--- src/rtl/wide_add_seq.sv ---
// rtl/wide_add_seq.sv - multi-cycle wide add/sub sequencer driving a shared 16-bit adder slice
module wide_add_seq #(
  parameter int W   = 64,
  parameter int SEG = 16
) (
  input  logic           clk,
  input  logic           rst_n,
  input  logic           in_valid,
  output logic           in_ready,
  input  logic [W-1:0]   op_a,
  input  logic [W-1:0]   op_b,
  input  logic           op_sub,
  input  logic           op_cin,
  output logic [SEG-1:0] add_a,
  output logic [SEG-1:0] add_b,
  output logic           add_in,
  input  logic [SEG-1:0] add_sum,
  input  logic           add_coin,
  output logic           out_valid,
  input  logic           out_ready,
  output logic [W-1:0]   res_sum,
  output logic           res_cout,
  output logic           res_ovf
);

  localparam int N  = W / SEG;
  localparam int BW = (N > 1) ? $clog2(N) : 1;

  localparam logic [1:0] IDLE = 2'd0;
  localparam logic [1:0] RUN  = 2'd1;
  localparam logic [1:0] DONE = 2'd2;

  logic [1:0]     state;
  logic [BW-1:0]  beat;
  logic           carry;
  logic [W-1:0]   a_q;
  logic [W-1:0]   b_q;
  logic [W-1:0]   sum_q;
  logic           cout_q;
  logic           ovf_q;
  logic [SEG-1:0] seg_a;
  logic [SEG-1:0] seg_b;
  logic           last;

  assign last      = (beat == BW'(N - 1));
  assign in_ready  = (state == IDLE);
  assign out_valid = (state == DONE);
  assign res_sum   = sum_q;
  assign res_cout  = cout_q;
  assign res_ovf   = ovf_q;

  // Select the current segment of each operand (B already inverted for subtract)
  always_comb begin
    seg_a = '0;
    seg_b = '0;
    for (int i = 0; i < N; i++) begin
      if (beat == BW'(i)) begin
        seg_a = a_q[i*SEG +: SEG];
        seg_b = b_q[i*SEG +: SEG];
      end
    end
  end

  // Keep the shared adder inputs quiet whenever no segment is being issued
  always_comb begin
    add_a  = '0;
    add_b  = '0;
    add_in = 1'b0;
    if (state == RUN) begin
      add_a  = seg_a;
      add_b  = seg_b;
      add_in = carry;
    end
  end

  // Control FSM, operand latch, carry chain and result assembly
  always_ff @(posedge clk or negedge rst_n) begin
    if (!rst_n) begin
      state  <= IDLE;
      beat   <= '0;
      carry  <= 1'b0;
      a_q    <= '0;
      b_q    <= '0;
      sum_q  <= '0;
      cout_q <= 1'b0;
      ovf_q  <= 1'b0;
    end else begin
      case (state)
        IDLE: begin
          if (in_valid) begin
            a_q   <= op_a;
            b_q   <= op_sub ? ~op_b : op_b;
            carry <= op_sub | op_cin;
            beat  <= '0;
            state <= RUN;
          end
        end
        RUN: begin
          for (int i = 0; i < N; i++) begin
            if (beat == BW'(i)) sum_q[i*SEG +: SEG] <= add_sum;
          end
          carry <= add_coin;
          if (last) begin
            cout_q <= add_coin;
            ovf_q  <= (a_q[W-1] == b_q[W-1]) && (add_sum[SEG-1] != a_q[W-1]);
            state  <= DONE;
          end else begin
            beat <= beat + 1'b1;
          end
        end
        DONE: begin
          if (out_ready) state <= IDLE;
        end
        default: state <= IDLE;
      endcase
    end
  end

endmodule

--- config.mk ---
export PLATFORM = sky130hd
export DESIGN_NAME = wide_add_seq
export DESIGN_NICKNAME = d
export VERILOG_FILES = /design/src/rtl/wide_add_seq.sv
export SDC_FILE = /design/constraint.sdc
export NUM_CORES = 1
export LEC_CHECK = 0
export ABC_AREA = 1
export CAP_MARGIN = 30
export CORE_UTILIZATION = 54
export CTS_BUF_LIST = sky130_fd_sc_hd__clkbuf_4 sky130_fd_sc_hd__clkbuf_8
export CTS_CLUSTER_DIAMETER = 100
export DETAILED_ROUTE_END_ITERATION = 7
export PLACE_DENSITY = 0.85
export SYNTH_ARGS = -nofsm -noshare
export SYNTH_HDL_FRONTEND = slang
export SYNTH_SLANG_ARGS = --single-unit
export TNS_END_PERCENT = 50
--- constraint.sdc ---
create_clock -name clk -period 5 [get_ports clk]
set_clock_uncertainty 0.1 [all_clocks]
set_input_delay 0.5 -clock clk [delete_from_list [all_inputs] [get_ports clk]]
set_output_delay 0.5 -clock clk [all_outputs]
set_load 0.03 [all_outputs]
### Word-level counts from Yosys, hierarchy flattened

Cells that the tools add are included.

* bits in registers: 199
* output and inout bits: 101
* logic and storage cells: 58

* $add $sub $neg: 1
* eq/ne operators: 11
* multiplexer cells: 21
* bitwise operators: 2
* reduce and logical (&&, ||, !) cells: 12

Operator list (count)
* 16-bit 2-to-1 mux: 10
* 64-bit 2-to-1 mux: 1
* 64-bit inverter: 1
* 2-bit AND reduction: 6
* 2-bit 2-to-1 mux: 5
* 2-bit == test, second input constant: 3
* 2-bit inequality test, second input constant: 3
* 2-bit one-hot mux with 3 select lines: 1
* 3-bit AND reduction: 2
* 2-bit by 1-bit == test with 1-bit output, second input constant: 2
* 2-bit zero test: 2
* 2-bit one-hot mux with 2 select lines: 1
* 2-bit by 1-bit adder with 2-bit output, second input constant: 1
* 1-bit 2-to-1 mux: 2
* 2-bit by 1-bit inequality test with 1-bit output, second input constant: 1
* 1-bit one-hot mux with 2 select lines: 1
* 2-bit nonzero test: 1
* 1-bit == test: 1
* 1-bit logical AND: 1
* 1-bit inequality test: 1
* 1-bit bitwise OR: 1

### Longest topological paths before layout

* word-level depth: 6
* depth in mapped cells: 9

### Worst setup path before layout

OpenSTA, ideal clock, no wires.

* path type: flip-flop to output port
* start: register beat[0]
* end: output port add_a[0]
* arrival time: 1.560 ns
* slack: 2.840 ns
* stages on the path, launching flop included: 10
* cells stage by stage: dfrtp_1 inv_1 ha_1 buf_2 inv_1 clkbuf_1 nor2_1 nor2_1 nand2_1 nand2_1

* longest elaborated chain between the ends: 6
* elaborated cells between the ends (all ways): 9
* classes of those cells: eq/ne: 3; mux: 5; reduce/logical: 1

Ends and longest elaborated chain
* start: declaration: RTL line 34 `logic [BW-1:0] beat;`
* start signal: assignment: RTL line 108 `beat <= beat + 1'b1;`
* 2-bit zero test: RTL line 57 `if (beat == BW'(i)) begin`
* 16-bit 2-to-1 mux (3 in a row): RTL line 57
* 16-bit 2-to-1 mux (*): RTL line 57
* 16-bit 2-to-1 mux (*): RTL line 69 `if (state == RUN) begin`
* end: declaration: RTL line 14 `output logic [SEG-1:0] add_a,`

Mark *: on every way between the ends. The rest lies on a longest branch, timed or not.

### Worst setup path in the final report

* start: register state[0]
* end: output port add_b[15]

* longest elaborated chain between the ends: 2

Ends and longest elaborated chain
* start: declaration: RTL line 33 `logic [1:0] state;`
* start signal: assignment: RTL line 79 `state <= IDLE;`
* start signal: assignment: RTL line 95 `state <= RUN;`
* start signal: assignment: RTL line 106 `state <= DONE;`
* 2-bit by 1-bit == test with 1-bit output: RTL line 69
* 16-bit 2-to-1 mux: RTL line 69
* end: declaration: RTL line 15 `output logic [SEG-1:0] add_b,`

Every way passes these cells.

==> run metrics <==
CTS tree done; Least-Margin Pin Slew 0.928 ns; H-tree Lvls 4; Pre-Repair DR Iteration Count 5; reg2reg path depth 6; largest family of logic cells by synthesized area simple AND/OR/NAND/NOR gates; Mapped Cells 1114; starting DRC count in detailed routing 659; vias after detailed routing 8143; Root Buffer clkbuf_8; Mean Syn Cell Area 8.38 um^2; DIE WIDTH 133 um; Critical Path AT 3.05 ns; Worst Setup Slack post-DPL 1.85 ns; filler cell count 1284; Synth Area in Adders 0.536%; R2R Setup Slk 2.46 ns; Setup Viol. Count Final 0; DP HPWL 17.2 mm; Seq pwr share 34.8%; Pwr Density 677 mW/mm^2; fin cells 1549; Setup crit end kind output port; sequential fraction of the synthesis area 53.4%; Final Hold Fails 0; FF-to-FF End b_q[11]; Post-CTS Hold Fix Bufs 0; Area after DPL 0.0118 mm^2; period utilisation layout 72.9%; Mapped Area 0.00933 mm^2; die area 0.0178 mm^2; Synth warnings 0; max-cap viol count 0; switching power 3.83 mW; post-synthesis xor/xnor area fraction 6.01%; Unique masters post-synth 24; Final min period 3.65 ns; DRC viols 0; post-synthesis register bit count 199; Pint 4.42 mW; share of layout cells above drive strength 1 4.22%; final WL 24.5 mm; post_cts resized 0; Sink Count 199; initial antenna violation count 1; gr usage total 28.4%; Post-Syn Nets 1269; worst skew pair latency 0.46 ns; number of setup buffers added after CTS 0; Synth Area in Compound Gates 8.66%; total negative slack 0 ns; multi-input logic area 0.00379 mm^2; die outline height 133 um; WS Path Type register to output port; Simple-Gate Fraction of Synth Area 25.3%; Design Area, Final 0.0122 mm^2; Reg area 0.00498 mm^2; fmax 0.274 GHz; Worst setup SP type register; Slew headroom 38.1%; row count 47; vias in the first global route 7521; Std-Cell Core Area 0.0167 mm^2; mux cell area share after synthesis 0%; Max Root-Sink Buffers 2; synth-to-layout area growth 30.6%; Hold/Removal Path Class input port to asynchronous set/reset pin; Logic pwr share 53.3%; grt ovf 0; Clk pwr share 11.8%; Starting Density 55.9%; DRT antenna net count 0; status complete, no violations; Reg clk slew, reported paths 0.10 ns; Inst Count DP 1516; num ports 252; Leakage 5.82 nW; GPL Wtd Cong 0.890; nets 1471; RSZ-0062 raised after global routing no; switch share 46.4%; CTS Buf Count 17; largest net degree at the start of global routing 119; mean routed wirelength per cell 15.8 um; fin worst setup slack 1.35 ns; final max-slew violation count 0; Max VDD drop 411 uV; first-pass GRT wire length 39.3 mm; worst flop-to-flop path startpoint state[0]; Buffers on Ports 251; CP Max Fanout 36; CP Data Required Time 4.40 ns; Vias/cell 5.26
cell usage after synthesis:
cell type / n / area, um^2
a21oi_1: 32 / 160
buf_6: 11 / 124
dfrtp_1: 199 / 4980
nor2_8: 1 / 20.0
buf_1: 3 / 11.3
inv_2: 3 / 11.3
inv_1: 24 / 90.1
buf_2: 31 / 155
nand2_1: 402 / 1510
nand4_1: 1 / 6.26
clkbuf_2: 5 / 25.0
o21ai_1: 63 / 315
nor2_1: 67 / 251
clkbuf_1: 16 / 60.1
o21ai_0: 65 / 325
nor2_4: 1 / 11.3
xnor2_1: 64 / 561
nand3_1: 102 / 510
ha_1: 4 / 50.1
buf_4: 13 / 97.6
nand2_2: 3 / 18.8
nand2_4: 2 / 22.5
nand3_2: 1 / 10.0
o31ai_1: 1 / 7.51
registers in the layout, indices dropped and copies added (netlist names):
register,count
res_sum,64
res_ovf,1
carry,1
beat,2
a_q,64
b_q,64
state,2
res_cout,1
worst max-delay path by stage:
stage,start,endpoint,slack (ns),cells past startpoint
final,state[0],add_b[15],1.35,7
after global routing,state[0],add_b[13],1.17,7
after CTS,state[0],add_b[15],1.32,7
after detailed placement,state[0],add_b[15],1.85,7
after global placement,beat[1],add_b[10],1.83,8
after floorplan,beat[0],add_a[0],2.84,9
worst max-delay path, cell delays in order (launching register included):
cell	delay, ns
dfrtp_1	0.57
inv_2	0.11
nor2_8	0.15
nand2_4	0.23
inv_2	0.56
nand2_1	0.12
nand2_1	0.11
clkdlybuf4s50_1	0.72
metal layers:
metal / routed length, um / track usage [%]
met1: 10500 / 40.0
met2: 11600 / 43.7
met3: 1670 / 5.37
met4: 726 / 11.3
met5: 0 / 0
logic make-up after synthesis:
| logic type | count (synthesis) |
|---|---|
| xor gates and xnor gates | 64 |
| adders and majority gates | 4 |
| and+or+nand+nor | 580 |
| DFF | 199 |
| AOI/OAI and AO/OA | 161 |
| buffers and inverters | 106 |
stage by stage:
stage	total power, mW	hold WS (ns)	utilization [%]
final	8.25	0.0423	73.0
after global routing	8.81	0.106	73.0
after CTS	8.27	0.0890	72.8
after detailed placement	7.28	0.359	70.6
after global placement	7.10	0.354	70.1
after floorplan	5.67	0.104	-
power by group through the flow:
| stage | Combinational, mW | Sequential [mW] | Clock, mW |
|---|---|---|---|
| 6_report | 4.40 | 2.87 | 0.977 |
| 3_5_place_dp | 4.40 | 2.88 | 0 |
| 5_1_grt | 4.80 | 2.96 | 1.06 |
| 3_3_place_gp | 4.23 | 2.87 | 0 |
| 2_1_floorplan | 2.40 | 3.28 | 0 |
| 4_1_cts | 4.41 | 2.86 | 0.999 |
area by class of cell:
class | instances | share of cell area (%)
timing repair buffer | 262 | 21.9
tap | 220 | 2.26
sequential | 199 | 40.9
antenna | 1 | 0.0205
inverter | 27 | 0.831
clock inverter | 12 | 0.913
multi-input combinational | 809 | 31.1
clock buffer | 19 | 2.15
layout by cell type, fill, tap and decap left out, types with 3 or more instances in the layout:
master and n:
a21oi_1 32, buf_16 4, buf_4 8, clkbuf_8 20, clkdlybuf4s50_1 248, clkinv_4 5
dfrtp_1 199, ha_1 4, inv_1 24, inv_2 3, inv_6 3, inv_8 3
nand2_1 402, nand2_2 3, nand3_1 102, nor2_1 67, o21ai_0 65, o21ai_1 63
xnor2_1 64
(Power assumes the default switching activity.)
==> variant 1: new RTL, config.mk and constraints unchanged <==
Change the parameter `SEG` from 16 to 8.
--- a/src/rtl/wide_add_seq.sv
+++ b/src/rtl/wide_add_seq.sv
@@ -1,7 +1,7 @@
 // rtl/wide_add_seq.sv - multi-cycle wide add/sub sequencer driving a shared 16-bit adder slice
 module wide_add_seq #(
   parameter int W   = 64,
-  parameter int SEG = 16
+  parameter int SEG = 8
 ) (
   input  logic           clk,
   input  logic           rst_n,
Ports: changed (resized add_a, add_b and add_sum); port bits go from 252 to 228. No check against the original RTL was run, so the function may have changed too.
==> variant 1 against the unedited design <==
Cell area is 3.0% higher; critical path type unchanged; largest cell class unchanged; power is 1.3% lower; sequential cell count is 1 higher; via count is 7.3% higher; setup slack worse by 0.73 ns; global-route usage is 1.8 points higher; first-iteration DRC count is 30% higher; count of clock-buffer cells in the layout is 1 lower; area after synthesis is 4.8% higher; routed wire length is 11% higher; highest routed layer unchanged.
==> variant 1: results (changes against the unedited design) <==
\begin{tabular}{lr}
\hline
Metric & Value \\
\hline
\multicolumn{2}{l}{\textbf{Detailed routing}} \\
\quad Drt via density & 5.20 (was 5.26) \\
\quad Metal2 WL & 12600 µm (was 11600 µm) \\
\quad Via count & 8735 (was 8143) \\
\quad Post-Route WL & 27200 µm (was 24500 µm) \\
\quad Router iterations before antenna repair & 6 (was 5) \\
\multicolumn{2}{l}{\textbf{Critical path}} \\
\quad Worst Path Max Fanout & 24 (was 36) \\
\quad Slack of the worst reg-to-reg path & 2.37 ns (was 2.46 ns) \\
\quad Worst setup path startpoint & beat[2] (was state[0]) \\
\quad Critical path data arrival time & 3.77 ns (was 3.05 ns) \\
\quad End point of the critical path & add\_b[5] (was add\_b[15]) \\
\quad End of the worst register-to-register path & beat[2] (was b\_q[11]) \\
\multicolumn{2}{l}{\textbf{Global routing}} \\
\quad Global-route track usage on met2 & 47.5\% (was 43.7\%) \\
\quad Met1 routing resource usage after global routing & 39.7\% (was 40.0\%) \\
\multicolumn{2}{l}{\textbf{Status}} \\
\quad Outcome & finished clean (unchanged) \\
\multicolumn{2}{l}{\textbf{Placed design}} \\
\quad Cell area after placement & 0.0120 mm² (was 0.0118 mm²) \\
\multicolumn{2}{l}{\textbf{Cells and area}} \\
\quad Clock buffers & 18 (was 19) \\
\quad Non-clock buffers & 236 (was 262) \\
\quad Fraction of area in registers & 39.9\% (was 40.9\%) \\
\quad Count of inverters other than clock inverters in the layout & 142 (was 27) \\
\multicolumn{2}{l}{\textbf{Pwr}} \\
\quad Clock share of power & 14.1\% (was 11.8\%) \\
\quad Combinational power share & 51.7\% (was 53.3\%) \\
\multicolumn{2}{l}{\textbf{Synthesis}} \\
\quad Largest cells by area after synthesis & sky130\_fd\_sc\_hd\_\_dfrtp\_1 (51\%), sky130\_fd\_sc\_hd\_\_nand2\_1 (19\%), sky130\_fd\_sc\_hd\_\_o21ai\_0 (8.2\%), sky130\_fd\_sc\_hd\_\_inv\_1 (5.1\%), sky130\_fd\_sc\_hd\_\_xor2\_1 (4.4\%) (was sky130\_fd\_sc\_hd\_\_dfrtp\_1 (53\%), sky130\_fd\_sc\_hd\_\_nand2\_1 (16\%), sky130\_fd\_sc\_hd\_\_xnor2\_1 (6.0\%), sky130\_fd\_sc\_hd\_\_nand3\_1 (5.5\%), sky130\_fd\_sc\_hd\_\_o21ai\_0 (3.5\%)) \\
\quad Library cells used by synthesis & 22 (was 24) \\
\multicolumn{2}{l}{\textbf{Floorplan}} \\
\quad Die X-Extent & 137 µm (was 133 µm) \\
\multicolumn{2}{l}{\textbf{STA}} \\
\quad Achievable clock frequency & 229 MHz (was 274 MHz) \\
\hline
\end{tabular}
-- variant 1: repair_timing --
item	CTS	global route
gates resized for setup	0	0
hold endpoints to repair	0	6
hold buffers	0	1
-- variant 1: critical path, stage by stage (launching register included) --
cell and delay [ns]:
sky130_fd_sc_hd__dfrtp_1 0.73, sky130_fd_sc_hd__inv_2 0.31, sky130_fd_sc_hd__ha_1 0.41, sky130_fd_sc_hd__inv_1 0.56, sky130_fd_sc_hd__nand2_1 0.15, sky130_fd_sc_hd__inv_1 0.10, sky130_fd_sc_hd__nand2_1 0.07, sky130_fd_sc_hd__nand2_1 0.07
sky130_fd_sc_hd__nand2_1 0.05, sky130_fd_sc_hd__nand2_1 0.07, sky130_fd_sc_hd__nand2_1 0.06, sky130_fd_sc_hd__nand2_1 0.05, sky130_fd_sc_hd__clkdlybuf4s50_1 0.68
-- variant 1: cell families after synthesis --
family	synth area share, %
buf+inv	8.98
simple gates	23.7
fa+ha+maj	0.767
xor+xnor	5.73
flops	51.2
compound gates	9.67
==> variant 2: new RTL, same flow settings <==
Made on the original files. Make the reset (`rst_n`) synchronous in one clocked block.
--- a/src/rtl/wide_add_seq.sv
+++ b/src/rtl/wide_add_seq.sv
@@ -74,7 +74,7 @@
   end
 
   // Control FSM, operand latch, carry chain and result assembly
-  always_ff @(posedge clk or negedge rst_n) begin
+  always_ff @(posedge clk) begin
     if (!rst_n) begin
       state  <= IDLE;
       beat   <= '0;
Function: differs if rst_n is asserted again (counterexample within 4 cycles, from zero or initial values and one cycle with rst_n low); with rst_n held inactive, the same outputs for 4 cycles.
==> variant 2 against the unedited design <==
Global-route usage up 2.1 points; non-clock buffer count grew 1; area after synthesis shrank 4.3%; cell area is 2.8% lower; setup slack lost 0.15 ns; count of clock-buffer cells in the layout up 1; sequential share of layout area shrank 7.2 points; first-iteration DRC count up 0.91%; maximum frequency fell by 3.9%; sequential cell count did not move; routed wire length grew 7.2%.
Power is not compared: it rests on default switching activity, and its combinational part moved more than twofold at a synthesized area within 25%.
==> variant 2: results (changes against the unedited design) <==
\begin{tabular}{lr}
\hline
Metric & Value \\
\hline
\multicolumn{2}{l}{\textbf{Global routing}} \\
\quad First-pass GRT wire length & 40200 µm (was 39300 µm) \\
\quad Via count of the first global-routing pass & 8205 (was 7521) \\
\quad Initial antenna violation count & 3 (was 1) \\
\quad Global-route track usage on met2 & 49.3\% (was 43.7\%) \\
\quad Largest net degree at the start of global routing & 136 (was 119) \\
\quad GR Layer Usage met3 & 9.32\% (was 5.37\%) \\
\multicolumn{2}{l}{\textbf{Placed design}} \\
\quad Final RePlAce weighted congestion & 0.873 (was 0.890) \\
\quad Cell area after placement & 0.0114 mm² (was 0.0118 mm²) \\
\quad Detailed Place HPWL & 17900 µm (was 17200 µm) \\
\multicolumn{2}{l}{\textbf{Cells and area}} \\
\quad Area used by multi-input combinational logic & 0.00442 mm² (was 0.00379 mm²) \\
\quad Non-clock buffers & 263 (was 262) \\
\quad Multi-input combinational gate total & 1004 (was 809) \\
\quad Antenna cells & 2 (was 1) \\
\quad Fill cell total of the finished layout & 1333 (was 1284) \\
\quad Clock network area share & 3.48\% (was 3.06\%) \\
\quad Combined flip-flop and latch cell area & 0.00398 mm² (was 0.00498 mm²) \\
\quad Clock buffers & 20 (was 19) \\
\multicolumn{2}{l}{\textbf{Critical path}} \\
\quad Crit-path max cell delay & 0.67 ns (was 0.72 ns) \\
\quad Critical path data arrival time & 3.19 ns (was 3.05 ns) \\
\multicolumn{2}{l}{\textbf{Synthesis}} \\
\quad Share of synthesized area occupied by flip-flops and latches & 44.6\% (was 53.4\%) \\
\quad Top cells by count, synth & sky130\_fd\_sc\_hd\_\_nor2\_1 (427), sky130\_fd\_sc\_hd\_\_nand2\_1 (297), sky130\_fd\_sc\_hd\_\_dfxtp\_1 (199) (was sky130\_fd\_sc\_hd\_\_nand2\_1 (402), sky130\_fd\_sc\_hd\_\_dfrtp\_1 (199), sky130\_fd\_sc\_hd\_\_nand3\_1 (102)) \\
\quad Synthesized-area fraction occupied by adder cells & 0.560\% (was 0.536\%) \\
\multicolumn{2}{l}{\textbf{STA}} \\
\quad Pin slew with the least headroom to its limit & 0.925 ns (was 0.928 ns) \\
\quad Achievable clock frequency & 264 MHz (was 274 MHz) \\
\multicolumn{2}{l}{\textbf{Status}} \\
\quad Outcome & finished clean (unchanged) \\
\multicolumn{2}{l}{\textbf{Detailed routing}} \\
\quad Via count & 8903 (was 8143) \\
\quad Max Used Layer & met5 (was met4) \\
\quad Detailed Route Iter0 Violations & 665 (was 659) \\
\hline
\end{tabular}
-- variant 2: cell types whose count changed after synthesis, sizes merged, moves of 13 or more --
cell    change
a21oi      +20
clkbuf     +16
dfrtp     -199
dfxtp     +199
nand2     -108
nand3      -64
nor2      +362
o21ai      -13
-- variant 2: worst paths after layout --
| check | end | slack, ns | cells after the start |
|---|---|---|---|
| min | res_sum[48] | 0.37 | 2 |
| max reg2reg | res_sum[38] | 2.33 | 8 |
| min reg2reg | res_sum[48] | 0.37 | 2 |
| max | add_a[14] | 1.21 | 10 |
-- variant 2: power by group --
| group | switching, W | internal [W] | total, W |
|---|---|---|---|
| combinational | 0.000462 | 0.000351 | 0.000813 |
| sequential | 0.0000688 | 0.00170 | 0.00177 |
| clock | 0.000579 | 0.000492 | 0.00107 |
-- variant 2: kinds of logic (layout without fill, tap and decap cells) --
group,count (synthesis),in the layout
flops,199,199
simple gates,769,769
buf+inv,117,320
fa+ha+maj,4,4
compound gates,167,167
xor+xnor,64,64
other cells,0,2
